File: config.mk
export PLATFORM = sky130hd
export DESIGN_NAME = pwm_seq_ctrl
export DESIGN_NICKNAME = d
export VERILOG_FILES = /design/src/rtl/pwm_seq_pkg.sv /design/src/rtl/pwm_core.sv /design/src/rtl/pwm_seq_ctrl.sv
export SDC_FILE = /design/constraint.sdc
export NUM_CORES = 1
export LEC_CHECK = 0
export CAP_MARGIN = 10
export CELL_PAD_IN_SITES_DETAIL_PLACEMENT = 0
export CELL_PAD_IN_SITES_GLOBAL_PLACEMENT = 2
export CORE_UTILIZATION = 33
export DETAILED_ROUTE_END_ITERATION = 10
export PLACE_DENSITY = 0.82
export SLEW_MARGIN = 20
export SYNTH_ARGS = -nofsm -noshare
export SYNTH_HDL_FRONTEND = slang
export SYNTH_HIERARCHICAL = 1
export SYNTH_SLANG_ARGS = --single-unit
File: constraint.sdc
create_clock -name clk -period 3.65 [get_ports clk]
set_input_delay 0.365 -clock clk [delete_from_list [all_inputs] [get_ports clk]]
set_output_delay 0.365 -clock clk [all_outputs]
set_load 0.02 [all_outputs]
File: src/rtl/pwm_seq_pkg.sv
// rtl/pwm_seq_pkg.sv - shared state encoding and duty table functions for pwm_seq_ctrl
package pwm_seq_pkg;

    typedef enum logic [1:0] {
        ST_IDLE  = 2'd0,
        ST_SWEEP = 2'd1,
        ST_SEEK  = 2'd2,
        ST_HOLD  = 2'd3
    } seq_state_t;

    localparam int SINE_DEPTH = 36;
    localparam int POS_CODES  = 16;

    // sin(a * 10 deg) scaled by 2**16, first quadrant only (a = 0..9)
    function automatic int sin_q16(input int a);
        int s;
        case (a)
            0:       s = 0;
            1:       s = 11380;
            2:       s = 22415;
            3:       s = 32768;
            4:       s = 42125;
            5:       s = 50203;
            6:       s = 56756;
            7:       s = 61584;
            8:       s = 64540;
            default: s = 65536;
        endcase
        return s;
    endfunction

    // floor(2**r * (0.5 + 0.5*sin(2*pi*k/36))), clipped to 2**r-1
    function automatic int sine_duty(input int r, input int k);
        int     a;
        int     m;
        logic   neg;
        longint v;
        a = k % SINE_DEPTH;
        if (a <= 9) begin
            m = sin_q16(a);
            neg = 1'b0;
        end else if (a <= 18) begin
            m = sin_q16(18 - a);
            neg = 1'b0;
        end else if (a <= 27) begin
            m = sin_q16(a - 18);
            neg = 1'b1;
        end else begin
            m = sin_q16(36 - a);
            neg = 1'b1;
        end
        v = neg ? longint'(65536 - m) : longint'(65536 + m);
        v = (v << r) >> 17;
        if (v > ((longint'(1) << r) - 1)) begin
            v = (longint'(1) << r) - 1;
        end
        return int'(v);
    endfunction

    // floor(p * (2**r - 1) / 15)
    function automatic int pos2duty(input int r, input int p);
        return (p * ((1 << r) - 1)) / 15;
    endfunction

endpackage

File: src/rtl/pwm_core.sv
// rtl/pwm_core.sv - PWM period counter, period-aligned duty register and registered compare
module pwm_core
    import pwm_seq_pkg::*;
#(
    parameter int R = 6
) (
    input  logic         clk,
    input  logic         rst,
    input  logic [R-1:0] duty_next,
    input  logic         load,
    output logic [R-1:0] duty,
    output logic         period_tick,
    output logic         pwm_out
);

    localparam logic [R-1:0] Q_MAX = {R{1'b1}};

    logic [R-1:0] q;
    logic [R-1:0] q_nxt;
    logic [R-1:0] duty_nxt;

    assign period_tick = (q == Q_MAX);
    assign q_nxt       = q + R'(1);
    assign duty_nxt    = (period_tick && load) ? duty_next : duty;

    // counter wraps naturally; pwm_out is precomputed so it equals (q < duty) each cycle
    always_ff @(posedge clk or posedge rst) begin
        if (rst) begin
            q       <= '0;
            duty    <= '0;
            pwm_out <= 1'b0;
        end else begin
            q       <= q_nxt;
            duty    <= duty_nxt;
            pwm_out <= (q_nxt < duty_nxt);
        end
    end

endmodule

File: src/rtl/pwm_seq_ctrl.sv
// rtl/pwm_seq_ctrl.sv - sweep/seek duty sequencer driving a single PWM channel
module pwm_seq_ctrl
    import pwm_seq_pkg::*;
#(
    parameter int R            = 6,
    parameter int STEP_PERIODS = 4000
) (
    input  logic         clk,
    input  logic         rst,
    input  logic         sweep_start,
    input  logic         stop,
    input  logic [3:0]   pos_t,
    input  logic         seek_valid,
    output logic         seek_ready,
    output logic         pwm_out,
    output logic [R-1:0] duty,
    output logic [1:0]   state,
    output logic [5:0]   step_idx,
    output logic         period_tick,
    output logic         at_target
);

    localparam logic [15:0] STEP_LAST = 16'(STEP_PERIODS - 1);
    localparam logic [5:0]  IDX_LAST  = 6'(SINE_DEPTH - 1);

    seq_state_t   st;
    seq_state_t   st_nxt;
    logic [5:0]   idx_nxt;
    logic [15:0]  cnt;
    logic [15:0]  cnt_nxt;
    logic [R-1:0] target;
    logic [R-1:0] duty_next;
    logic         load;
    logic         hs;
    logic         cmd;
    logic         slew;
    logic         step_evt;

    logic [R-1:0] sine_rom [SINE_DEPTH];
    logic [R-1:0] pos_rom  [POS_CODES];

    genvar gi;
    generate
        for (gi = 0; gi < SINE_DEPTH; gi++) begin : g_sine
            assign sine_rom[gi] = R'(sine_duty(R, gi));
        end
        for (gi = 0; gi < POS_CODES; gi++) begin : g_pos
            assign pos_rom[gi] = R'(pos2duty(R, gi));
        end
    endgenerate

    assign seek_ready = (st != ST_SEEK);
    assign at_target  = (st == ST_HOLD);
    assign state      = st;
    assign hs         = seek_valid && seek_ready;
    assign step_evt   = period_tick && (cnt == STEP_LAST);

    // state register
    always_ff @(posedge clk or posedge rst) begin
        if (rst) begin
            st <= ST_IDLE;
        end else begin
            st <= st_nxt;
        end
    end

    // commands take priority (stop > seek > sweep); otherwise the current state's step action runs
    always_comb begin
        st_nxt  = st;
        idx_nxt = step_idx;
        cmd     = 1'b0;
        slew    = 1'b0;
        if (stop) begin
            st_nxt = ST_IDLE;
            cmd    = 1'b1;
        end else if (hs) begin
            st_nxt = ST_SEEK;
            cmd    = 1'b1;
        end else if (sweep_start && (st != ST_SEEK)) begin
            st_nxt  = ST_SWEEP;
            idx_nxt = '0;
            cmd     = 1'b1;
        end else begin
            case (st)
                ST_SWEEP: begin
                    if (step_evt) begin
                        idx_nxt = (step_idx == IDX_LAST) ? 6'd0 : step_idx + 6'd1;
                    end
                end
                ST_SEEK: begin
                    if (duty == target) begin
                        st_nxt = ST_HOLD;
                    end else if (step_evt) begin
                        slew = 1'b1;
                    end
                end
                default: ;
            endcase
        end
    end

    // duty the core adopts at the next period boundary, chosen by the state being entered
    always_comb begin
        duty_next = duty;
        load      = 1'b0;
        if (st_nxt == ST_IDLE) begin
            duty_next = '0;
            load      = 1'b1;
        end else if (st_nxt == ST_SWEEP) begin
            duty_next = sine_rom[idx_nxt];
            load      = 1'b1;
        end else if (slew) begin
            duty_next = (duty < target) ? duty + R'(1) : duty - R'(1);
            load      = 1'b1;
        end
    end

    // step counter restarts on every command or state change, else counts periods
    always_comb begin
        cnt_nxt = cnt;
        if (cmd || (st_nxt != st)) begin
            cnt_nxt = '0;
        end else if (period_tick) begin
            cnt_nxt = (cnt == STEP_LAST) ? 16'd0 : cnt + 16'd1;
        end
    end

    // sequencer datapath registers
    always_ff @(posedge clk or posedge rst) begin
        if (rst) begin
            step_idx <= '0;
            cnt      <= '0;
            target   <= '0;
        end else begin
            step_idx <= idx_nxt;
            cnt      <= cnt_nxt;
            if (hs && !stop) begin
                target <= pos_rom[pos_t];
            end
        end
    end

    pwm_core #(.R(R)) u_core (
        .clk         (clk),
        .rst         (rst),
        .duty_next   (duty_next),
        .load        (load),
        .duty        (duty),
        .period_tick (period_tick),
        .pwm_out     (pwm_out)
    );

endmodule

==> run_results.csv <==
group,metric,value,unit
placed_design,port_buffers,26,
detailed_routing,vias,3228,
logic_synthesis,synth_compound_area_share,20.3,%
floorplanning,coreArea,9730,µm²
cells_and_area,fill_cells,987,
detailed_routing,wl_per_cell,15.7,µm
detailed_routing,antenna_left,0,
logic_synthesis,yosys_warnings,6,
logic_synthesis,synth_top_area_share,32.7,%
clocking,htree_num_levels,2,
power,power.density,251,nW/µm²
sta,rsz0062_at_grt,"true",
sta,fin_tns_setup,-0.0532,ns
logic_synthesis,synth_top_family_by_area,"simple AND/OR/NAND/NOR gates",
logic_synthesis,ys_seq_elements,43,
run_status,status,"finished, violations left",
clocking,tritoncts,"yes",
logic_synthesis,synthDistinctLibCells,73,
power,power,0.00115,W
logic_synthesis,synth-xor-area-share,3.72,%
logic_synthesis,synth_area,3290,µm²
global_route,grt-ovfl-total,0,
detailed_routing,routed_wl,9520,µm
sta,slew_headroom,63.7,%
run_status,violations,"negative setup slack",
cells_and_area,drive_above_1_share,29.7,%
logic_synthesis,synth_mux_area_share,3.27,%
worst_setup_path,cp-end-kind,"flop",
worst_setup_path,r2r_start,"u_core/duty[1]$_DFF_PP0_",
placed_design,place_ws,-0.337,ns
logic_synthesis,syn_avg_cell_area,8.85,µm²
logic_synthesis,synth.largest_area_cell,"dfrtp_1",
floorplanning,rows,36,
logic_synthesis,ys_async_sr_fraction,100,%
logic_synthesis,synth_area_leaders,"dfrtp_1, ha_1, nand2_1",
floorplanning,die_h,102,µm
detailed_routing,drc_errors,0,
power,p_leak,2.02,nW
sta,period_needed,3.70,ns
sta,min_period_over_period,101,%
clocking,cts.sinks,43,
sta,finalHoldViolCount,0,
cells_and_area,nets,507,
logic_synthesis,synthAdderAreaFrac,10.0,%
logic_synthesis,yosysSeqAreaShare,32.7,%
worst_setup_path,path_cells,"ha_4, nor2b_1, o21a_1, o21ai_1, a211o_1, inv_2, buf_4, ha_1, a21oi_1, o21ai_1, xor2_1, or3_1, nand3_1, mux2_4, inv_2, ha_4, nand2_1, o21a_1, nor3b_2, a21bo_1",
sta,tightest_slew,0.543,ns
sta,finalSetupViolCount,1,
power,peakVddDrop,0.163,mV
worst_setup_path,critical_path_class,"reg2reg",
global_route,grt_usage,19.8,%
detailed_routing,drtIter0Drc,145,
floorplanning,start_util,33.8,%
clocking,root_buffer,"clkbuf_8",
global_route,antenna_found_initial,0,
cells_and_area,utilization,46.8,%
logic_synthesis,synth_edf_count,0,
logic_synthesis,synthSimpleGateAreaFrac,24.4,%
sta,max_freq,270,MHz
clocking,clkLatencyLatePin,0.30,ns
worst_setup_path,crit_start,"u_core/duty[1]$_DFF_PP0_",
detailed_routing,via_per_inst,5.32,
global_route,grt_pass1_vias,3253,
cells_and_area,num_antenna_cells,0,
logic_synthesis,synth_nets,406,
floorplanning,die_w,102,µm
worst_setup_path,cpMaxStageDelayCell,"dfrtp_2",
logic_synthesis,synth_cells,372,
cells_and_area,final_area,4560,µm²
detailed_routing,first_pass_iters,4,
worst_setup_path,critPathMaxFanout,3,
floorplanning,ios,27,
hold_path,hp-class,"in2async",
clocking,clk_pin_slew,0.09,ns
sta,slew_viol_final,0,
placed_design,hpwl,7240,µm
worst_setup_path,cp_data_required_time,3.85,ns
clocking,clockBufferDepth,2,
worst_setup_path,crit_path_max_incr_delay,0.43,ns
logic_synthesis,synth_top_flop_cell,"dfrtp_1",
cells_and_area,seq_area,1080,µm²
floorplanning,die_area,10400,µm²
global_route,grt_pass1_wl,16100,µm
worst_setup_path,cp-start-kind,"flop",
cells_and_area,multi_input_area,2220,µm²
worst_setup_path,arrival,3.90,ns
placed_design,dpl_cell_area,4290,µm²
clocking,numCtsBuffers,5,
placed_design,gp_congestion,0.863,
flow_run,maxCapViolCount,0,
sta,fin_ws,-0.0532,ns
cells_and_area,syn_to_final_growth,38.4,%
global_route,grt_max_degree,31,
sta,finalClockSkew,0.0114,ns
==> cell usage after synthesis (all sizes together) (3+ instances only) <==
| cell | n |
|---|---|
| dfrtp | 43 |
| nor2 | 29 |
| nand2 | 30 |
| nand2b | 4 |
| clkbuf | 8 |
| or4 | 3 |
| and4 | 4 |
| nor2b | 3 |
| buf | 7 |
| ha | 24 |
| inv | 25 |
| o22ai | 4 |
| a211oi | 3 |
| a211o | 4 |
| nand3 | 8 |
| or2 | 7 |
| o211ai | 5 |
| or3 | 5 |
| a21o | 4 |
| nand4 | 7 |
| a21oi | 20 |
| nand3b | 3 |
| o31ai | 3 |
| a31oi | 3 |
| and3 | 10 |
| nor4 | 5 |
| xor2 | 8 |
| xnor2 | 6 |
| and2 | 3 |
| o21ai | 31 |
| mux2i | 7 |
| nor3 | 10 |
| a22oi | 4 |
| mux2 | 3 |
==> metrics by stage <==
step / std cells / hold slack, ns
floorplan: 372 / 0.242
global placement: 590 / 0.476
detailed placement: 590 / 0.502
CTS: 605 / 0.415
global route: 607 / 0.490
finish: 607 / 0.406
==> worst max-delay path: cells and delay by family (launching register included) <==
kind,cells,cell delay (ns)
AO/OA/AOI/OAI,7,1.06
XOR/XNOR,1,0.15
adder cells (fa/ha/maj),3,0.80
buffers and inverters,3,0.25
flip-flops,1,0.43
multiplexers,1,0.15
AND/OR/NAND/NOR,5,0.72
==> layer usage <==
| metal | up-vias | part of all wire (%) | global-route usage [%] |
|---|---|---|---|
| met5 | - | 0 | 0 |
| met4 | 0 | 1.5 | 5.60 |
| met3 | 15 | 3.4 | 2.80 |
| met2 | 62 | 47 | 33.5 |
| met1 | 1580 | 48 | 26.5 |
| li1 | 1571 | - | - |
==> final timing paths <==
check | endpoint | slack (ns) | depth (start not counted)
min | u_core/q[4]$_DFF_PP0_ | 0.41 | 2
min reg2reg | cnt[8]$_DFFE_PP0P_ | 0.51 | 1
max in group asynchronous | u_core/duty[1]$_DFF_PP0_ | 2.88 | 2
max | u_core/pwm_out$_DFF_PP0_ | -0.05 | 20
min in group clk | cnt[8]$_DFFE_PP0P_ | 0.51 | 1
max reg2reg | u_core/pwm_out$_DFF_PP0_ | -0.05 | 20
==> state kept, by name (all words and copies together), names as in the netlist <==
signal and flops:
cnt 16, step_idx 6, target 6, state 2, u_core/duty 6, u_core/pwm_out 1
u_core/q 6
==> cell type report <==
class / count / area share [%]
inverters: 25 / 2.28
flip-flops and latches: 43 / 23.7
well taps: 133 / 3.65
clock inverters: 2 / 0.357
multi-input cells: 290 / 48.8
repair buffers: 108 / 19.4
clock buffers: 6 / 1.81
==> layout by cell type, fill, tap and decap left out, drive strengths merged, types with 4 or more instances in the layout <==
cell type      synthesis  routed
and4                   4       4
dfrtp                 43      43
nand4                  7       8
xor2                   8       8
clkdlybuf4s50          0      26
a21o                   4       4
nand2b                 4       4
nor4                   5       5
nand3                  8       8
or3                    5       5
o21ai                 31      31
inv                   25      25
o22ai                  4       4
or2                    7       7
mux2i                  7       7
xnor2                  6       6
nor3                  10      10
a21oi                 20      20
buf                    7      82
o211ai                 5       5
a211o                  4       4
ha                    24      24
nor2                  29      29
a22oi                  4       4
nand2                 30      30
clkbuf                 8       6
and3                  10      10
==> where the power goes <==
group          total [W]  internal [W]  switching, W
logic           0.000314      0.000147      0.000167
registers       0.000503      0.000495    0.00000800
clock network   0.000329      0.000155      0.000175
==> logic make-up after synthesis <==
family          count (synthesis)
buf+inv                        40
flops                          43
compound gates                100
mux                            10
fa+ha+maj                      26
simple gates                  139
xor+xnor                       14
==> repair_timing <==
action	4_1_cts	5_1_grt
setup endpoints to repair	1	1
hold buffers	0	0
resized for setup	13	10
gates cloned	1	0
buffers inserted	6	2
pin swaps	15	4
(Power assumes the default switching activity.)
